### src/rtl/gpu_isa_pkg.sv
// gpu_isa_pkg: ISA opcodes, opcode field location and dispatch targets shared by controller and dispatcher
package gpu_isa_pkg;
  typedef enum logic [3:0] {
    OP_NOP       = 4'b0000,
    OP_ADDI      = 4'b0001,
    OP_SUBI      = 4'b0010,
    OP_BGE       = 4'b0011,
    OP_BLT       = 4'b0100,
    OP_JUMP      = 4'b0101,
    OP_SMA       = 4'b0110,
    OP_LOADI     = 4'b0111,
    OP_SENDL     = 4'b1000,
    OP_LOADB     = 4'b1001,
    OP_LOAD      = 4'b1010,
    OP_WRITEB    = 4'b1011,
    OP_WRITE     = 4'b1100,
    OP_OR        = 4'b1101,
    OP_SENDITERS = 4'b1110,
    OP_HALT      = 4'b1111
  } opcode_t;
  // Opcode occupies the first four bits of an ascending [0:W-1] instruction word
  localparam int OPCODE_FIRST = 0;
  localparam int OPCODE_LAST  = 3;
  typedef enum logic {
    TGT_MEM = 1'b0,
    TGT_FB  = 1'b1
  } target_t;
  // Everything from SMA up to SENDITERS leaves the controller; the rest stays local
  function automatic logic is_routed(opcode_t op);
    return (op >= OP_SMA) && (op != OP_HALT);
  endfunction
  function automatic target_t target_of(opcode_t op);
    return (op == OP_SENDITERS) ? TGT_FB : TGT_MEM;
  endfunction
endpackage

### src/rtl/instr_fifo.sv
// instr_fifo: synchronous in-order queue with wrap-around pointers and occupancy count
module instr_fifo #(
  parameter int WIDTH = 8,
  parameter int DEPTH = 4
) (
  input  logic                     clk_in,
  input  logic                     rst_in,
  input  logic                     push,
  input  logic                     pop,
  input  logic [WIDTH-1:0]         din,
  output logic [WIDTH-1:0]         dout,
  output logic                     full,
  output logic                     empty,
  output logic [$clog2(DEPTH):0]   count
);
  localparam int AW = $clog2(DEPTH);
  localparam int CW = AW + 1;
  logic [WIDTH-1:0] mem [DEPTH];
  logic [AW-1:0] wr_ptr, rd_ptr;
  logic do_push, do_pop;
  assign full    = count == CW'(DEPTH);
  assign empty   = count == '0;
  assign do_push = push && !full;
  assign do_pop  = pop && !empty;
  assign dout    = mem[rd_ptr];
  // Storage needs no reset: reads are only meaningful while count is nonzero
  always_ff @(posedge clk_in)
    if (do_push) mem[wr_ptr] <= din;
  // Pointers wrap naturally because DEPTH is a power of two
  always_ff @(posedge clk_in)
    if (rst_in) begin
      wr_ptr <= '0;
      rd_ptr <= '0;
      count  <= '0;
    end else begin
      if (do_push) wr_ptr <= wr_ptr + 1'b1;
      if (do_pop) rd_ptr <= rd_ptr + 1'b1;
      count <= count + CW'(do_push) - CW'(do_pop);
    end
endmodule

### src/rtl/instr_dispatcher.sv
// instr_dispatcher: routes controller instructions to memory / frame-buffer channels in program order (optional INSTR_DISPATCH_STALL_COUNT_EN adds stall_cycles_out)
module instr_dispatcher
  import gpu_isa_pkg::*;
#(
  parameter int INSTRUCTION_WIDTH = 32,
  parameter int PRIVATE_REG_WIDTH = 16,
  parameter int FIFO_DEPTH        = 4
) (
  input  logic                         clk_in,
  input  logic                         rst_in,
  input  logic [0:INSTRUCTION_WIDTH-1] instr_in,
  input  logic [PRIVATE_REG_WIDTH-1:0] reg_a_in,
  input  logic [PRIVATE_REG_WIDTH-1:0] reg_b_in,
  input  logic [PRIVATE_REG_WIDTH-1:0] reg_c_in,
  input  logic                         instr_valid_in,
  output logic                         instr_ready_out,
  output logic [0:INSTRUCTION_WIDTH-1] mem_instr_out,
  output logic [PRIVATE_REG_WIDTH-1:0] mem_reg_a_out,
  output logic [PRIVATE_REG_WIDTH-1:0] mem_reg_b_out,
  output logic [PRIVATE_REG_WIDTH-1:0] mem_reg_c_out,
  output logic                         mem_valid_out,
  input  logic                         mem_ready_in,
  output logic [0:INSTRUCTION_WIDTH-1] fb_instr_out,
  output logic [PRIVATE_REG_WIDTH-1:0] fb_reg_a_out,
  output logic                         fb_valid_out,
  input  logic                         fb_ready_in,
  output logic                         idle_out
`ifdef INSTR_DISPATCH_STALL_COUNT_EN
  ,
  output logic [31:0]                  stall_cycles_out
`endif
);
  localparam int RW = PRIVATE_REG_WIDTH;
  localparam int EW = 1 + INSTRUCTION_WIDTH + 3 * RW;
  localparam int CW = $clog2(FIFO_DEPTH) + 1;
  opcode_t opcode;
  target_t head_tgt;
  logic [EW-1:0] din, head;
  logic [CW-1:0] count;
  logic full, empty, push, pop;
  assign opcode          = opcode_t'(instr_in[OPCODE_FIRST:OPCODE_LAST]);
  assign instr_ready_out = !full;
  assign push            = instr_valid_in && !full && is_routed(opcode);
  assign din             = {target_of(opcode), instr_in, reg_a_in, reg_b_in, reg_c_in};
  assign head_tgt        = target_t'(head[EW-1]);
  assign mem_valid_out   = !empty && head_tgt == TGT_MEM;
  assign fb_valid_out    = !empty && head_tgt == TGT_FB;
  assign pop             = (mem_valid_out && mem_ready_in) || (fb_valid_out && fb_ready_in);
  assign idle_out        = count == '0;
  instr_fifo #(.WIDTH(EW), .DEPTH(FIFO_DEPTH)) u_fifo (
    .clk_in(clk_in),
    .rst_in(rst_in),
    .push  (push),
    .pop   (pop),
    .din   (din),
    .dout  (head),
    .full  (full),
    .empty (empty),
    .count (count)
  );
  // Only the head is ever exposed; payloads are forced to zero on an idle channel
  always_comb begin
    mem_instr_out = mem_valid_out ? head[EW-2 -: INSTRUCTION_WIDTH] : '0;
    mem_reg_a_out = mem_valid_out ? head[3*RW-1 -: RW] : '0;
    mem_reg_b_out = mem_valid_out ? head[2*RW-1 -: RW] : '0;
    mem_reg_c_out = mem_valid_out ? head[RW-1:0] : '0;
    fb_instr_out  = fb_valid_out ? head[EW-2 -: INSTRUCTION_WIDTH] : '0;
    fb_reg_a_out  = fb_valid_out ? head[3*RW-1 -: RW] : '0;
  end
`ifdef INSTR_DISPATCH_STALL_COUNT_EN
  // Counts cycles the controller is held off by a full queue, saturating
  always_ff @(posedge clk_in)
    if (rst_in) stall_cycles_out <= '0;
    else if (instr_valid_in && full && stall_cycles_out != 32'hFFFF_FFFF) stall_cycles_out <= stall_cycles_out + 1'b1;
`endif
endmodule

### config.mk
export PLATFORM = sky130hd
export DESIGN_NAME = instr_dispatcher
export DESIGN_NICKNAME = d
export VERILOG_FILES = /design/src/rtl/gpu_isa_pkg.sv /design/src/rtl/instr_fifo.sv /design/src/rtl/instr_dispatcher.sv
export SDC_FILE = /design/constraint.sdc
export NUM_CORES = 1
export LEC_CHECK = 0
export ABC_AREA = 1
export CORE_MARGIN = 2
export CORE_UTILIZATION = 48
export CTS_CLUSTER_DIAMETER = 30
export CTS_CLUSTER_SIZE = 8
export DETAILED_ROUTE_END_ITERATION = 8
export PLACE_DENSITY = 0.81
export SLEW_MARGIN = 40
export SYNTH_ARGS = -nofsm -noshare
export SYNTH_HDL_FRONTEND = slang
export SYNTH_SLANG_ARGS = --single-unit
### constraint.sdc
create_clock -name clk_in -period 5.3 [get_ports clk_in]
set_input_delay 1.06 -clock clk_in [delete_from_list [all_inputs] [get_ports clk_in]]
set_output_delay 1.06 -clock clk_in [all_outputs]
set_load 0.1 [all_outputs]
### Yosys cells after proc, flatten, opt, wreduce, memory -nomap -nowiden

Memory sizes are Yosys's and may differ from the RTL's. A register that Yosys moved wholly into a read port is not among the register bits.
Cells that the tools add are included.

* flip-flop bits (word level): 7
* RAM bits: 324
* bits of input ports: 85
* output and inout bits: 132
* word-level logic and storage cells: 37
* memories kept: 1

* add/subtract/negate cells: 4
* $lt $le $gt $ge: 1
* eq/ne operators: 3
* multiplexer cells: 11
* bitwise logic cells: 1
* reductions and logical operators: 13

Memory list
* u_fifo.mem: depth 4, width 81, rd ports 1, clocked after memory_dff 1, wr ports 1, RTL line instr_fifo.sv:18 `logic [WIDTH-1:0] mem [DEPTH];`

Operators by type and width (number)
* two-way mux 16 bit: 4
* two-way mux 32 bit: 2
* logical AND 1 bit: 9
* adder 2 x 1 -> 2 bit (second input constant): 2
* equality test 4 bit (second input constant): 1
* >= comparator 4 x 3 -> 1 bit (second input constant): 1
* two-way mux 2 bit: 2
* != test 4 bit (second input constant): 1
* adder 3 x 1 -> 3 bit: 1
* equality test 3 bit (second input constant): 1
* zero test 3 bit: 1
* two-way mux 1 bit: 3
* subtractor 3 x 1 -> 3 bit: 1
* zero test 1 bit: 2
* logical OR 1 bit: 1
* inverter 1 bit: 1

### Logic depth before layout (Yosys ltp)

* depth after elaboration: 8
* mapped depth: 13
* mapped depth without buffers: 12

### By module

Synthesis repeated with hierarchy kept, for this count alone.

* cells, all modules: 1094
* area total of the unflattened synthesis: 13583.0 sq um

Modules (own cells, without submodules)
* instr_fifo: times used 1, cells an instance 852, area each 12569.6 sq um, seq. area each 9909.5 sq um
* instr_dispatcher: times used 1, cells an instance 242, area each 1013.5 sq um, seq. area each 0.0 sq um

### Worst setup path after synthesis

OpenSTA, ideal clock, no wires.

* path kind: register to register
* from: reg u_fifo.count[1]
* to: mem u_fifo.mem[0][0] (netlist name), enable pin
* library setup time: 521 ps
* arrival: 4928 ps
* required time: 4779 ps
* path slack: -149 ps
* cell stages (with the launch flop): 7
* buffers on the path: 0
* period minus slack after synthesis: 5449 ps
* cell sequence: dfxtp_1 inv_2 nand3_1 nand2_1 nor2_1 nand2_1 nor2_1

* longest elaborated chain between the ends: 7

Ends and longest elaborated chain
* from (decl): RTL line instr_fifo.sv:14 `output logic [$clog2(DEPTH):0] count`
* from (signal assigned): RTL line instr_fifo.sv:38 `count <= count + CW'(do_push) - CW'(do_pop);`
* equality test 3 bit (*): RTL line instr_fifo.sv:21 `assign full = count == CW'(DEPTH);`
* zero test 1 bit (*)
* net instr_ready_out: RTL line instr_dispatcher.sv:16 `output logic instr_ready_out,`
* logical AND 1 bit (2 in series): RTL line instr_dispatcher.sv:43 `assign push = instr_valid_in && !full && is_routed(opcode);`
* logical AND 1 bit (*): RTL line instr_fifo.sv:23 `assign do_push = push && !full;`
* two-way mux 1 bit (*): RTL line instr_fifo.sv:28 `if (do_push) mem[wr_ptr] <= din;`
* two-way mux 1 bit (implied by the code) (*): RTL line instr_fifo.sv:28
* to (decl): RTL line instr_fifo.sv:18

The timed path passes the listed nets; every way through them passes the cells marked *.

==> metrics <==
post-synth top area cell=edfxtp_1; Residual DRC=0; syn avg cell area=approximately 13 µm²; area of the multi-input gates=~2900 µm²; most frequent cells in the layout=edfxtp_1 (324), nor2_1 (233), nand2_1 (156), buf_4 (96), clkdlybuf4s50_1 (84); synth warn=0; Post-synth ARST share=0%; period utilisation layout=around nine tenths; top cells by area, synth=edfxtp_1 (74%), nor2_1 (6.7%), nand2_1 (4.5%); hold_buf cts=0; Via density=5.418; area grow syn2layout=31.58%; Crit. End Element=output pin; row count=60; crit path DAT=roughly 3700 ps; boundary pin count=217; router iterations before antenna repair=5; Area after DPL=15820 µm²; Starting DRT DRC Count=800; worst slew pin tran=slightly above 800 ps; synthesized netlist cell count=between 1000 and 1500; Die Width=169.9 µm; total number of vias=between 8000 and 9000; Detailed Place HPWL=between 15000 and 20000 µm; global-route wire length before repair=about 46000 µm; mean routed wirelength per cell=around 19 µm; Post-Route WL=approximately 30000 µm; library cells used by synthesis=23; Worst-Skew Late Latency=around 540 ps; Post-synth EDFFs=324; post-synth net total=~1100; critical-path cell list=buf_4 > nand2_1 > nand3_1 > nand2_2 > nor2_4 > clkinv_2 > nor2_1 > buf_12; Fill cells=about 1900; net count reported at finish=~1300; CTS root buf=clkbuf_16; fraction of layout cells with a size suffix above 1=around 17%; CTS clock-pin slew for the worst setup and hold paths=about 50 ps; initial antenna violation count=3; GRT overflow=0; post-synth top area share=73.63%; CTS sink cnt=roughly 330; H-Tree Depth=2; post-CTS setup repair buffer count=0; Initial Util=just under 50%; GPL Wtd Cong=between 0.7 and 0.8; post-synthesis register bit count=~330; Max Slew Vio Count=0; gr usage total=20.53%; Max Fclk=about 210 MHz; antenna-violating nets left=0; unrepaired setup endpoints after global routing=no; Crit-path slowest cell=dfxtp_4; critical path's largest stage delay=630 ps; status=finished, final reports clean; Port Buffers=~220; worst-path fanout max=a little over 60; Num CTS Buffers=53; crit path time final=around 4700 ps; Synth Cell Area=approximately 13000 µm²; max cap viols=0; Hold Vio Cnt, Final=0; cell area after layout=approximately 17000 µm²; Hold WC Path Type=flip-flop to flip-flop; DIE HEIGHT=between 150 and 200 µm; register area=a little under 10000 µm²; die area=28870 µm²; crit path launch type=flip-flop; slew margin rel.=a little under half; final setup fails=0; Seq/Total Area, Yosys=between 70% and 80%; Fin Clk Skew=23.86 ps; Core ar.=between 20000 and 30000 µm²; ys flop type=edfxtp_1; Req. time, crit path=between 4000 and 5000 ps; most common cell after layout, fill and taps aside=edfxtp_1; CTS tree=yes; vias in the first global route=~8600; Resize count post-CTS=0; largest net degree at the start of global routing=between 100 and 150; clock buffer depth=3; WS Path Type=flip-flop to output pin
worst max-delay path, delay by kind of cell, from the launching register on:
kind                   cells  cell delay [ps]
buffers and inverters      3             1400
and+or+nand+nor            5             1050
DFF                        1              630
registers in the layout, summed over array words and instances, names as in the netlist, named ones only:
signal	flops
u_fifo.mem	324
u_fifo.count	3
u_fifo.rd_ptr	2
u_fifo.wr_ptr	2
cells in the mapped netlist, types with 3 or more instances:
cell type  number
clkbuf_1       13
edfxtp_1      324
ha_1            6
o21ai_1         4
a21oi_1        83
o21ai_0        62
buf_6           4
a32o_1         48
inv_1          17
nand3_1         7
xor2_1          3
dfxtp_1         9
buf_1           3
buf_2          45
inv_2           3
nor2_1        237
nand2_1       157
per-stage QoR:
step	hold slack (ps)	setup TNS [ps]	setup WS (ps)	utilization, %	std cells
after floorplan	481.1	-48360	-149.3	-	1031
after global placement	505.1	0	1420	58.52	1533
after detailed placement	512.1	0	1363	58.53	1533
after CTS	522.1	0	770.0	64.30	1613
after global routing	556.3	0	306.4	64.33	1616
final	521.0	0	586.2	64.33	1616
per-layer routing:
| layer | wire, µm | global-route usage, % | vias up |
|---|---|---|---|
| li1 | - | - | 4118 |
| met1 | 12290 | 26.83 | 4222 |
| met2 | 15150 | 34.43 | 361 |
| met3 | 2075 | 3.907 | 54 |
| met4 | 727 | 7.655 | 0 |
| met5 | 0 | 0 | - |
cell families (layout without fill, tap and decap cells):
logic type | Yosys count | after routing | synth area share [%]
adder cells (fa/ha/maj) | 7 | 7 | 0.7196
other | 0 | 3 | 0
XOR/XNOR | 3 | 3 | 0.1989
buffers and inverters | 87 | 328 | 3.172
AO/OA/AOI/OAI | 197 | 197 | 9.279
AND/OR/NAND/NOR | 404 | 404 | 11.64
flip-flops | 333 | 333 | 74.99
worst paths after layout:
| path | start | end | slack (ps) | cells after the start |
|---|---|---|---|---|
| worst max-delay path | flip-flop | fb_instr_out[4] | 590 | 8 |
| worst min-delay path | u_fifo.rd_ptr[1]$_SDFFE_PP0P_ | flip-flop | 520 | 2 |
| worst max register to register | flip-flop | u_fifo.count[2]$_SDFF_PP0_ | 2130 | 12 |
| worst min register to register | u_fifo.rd_ptr[1]$_SDFFE_PP0P_ | flip-flop | 520 | 2 |
layout make-up:
type                            instances  share of cell area, %
Inverter                               21                 0.4893
Clock inverter                         10                 0.6693
Multi-Input combinational cell        611                  16.86
Antenna cell                            3                0.04318
Timing Repair Buffer                  227                  14.17
Sequential cell                       333                  57.02
Clock buffer                           70                  8.297
Tap cell                              341                  2.454
Power is left out: the tool's default activity adds up to more than one toggle a clock period on the data nets, which glitch-free logic cannot reach.
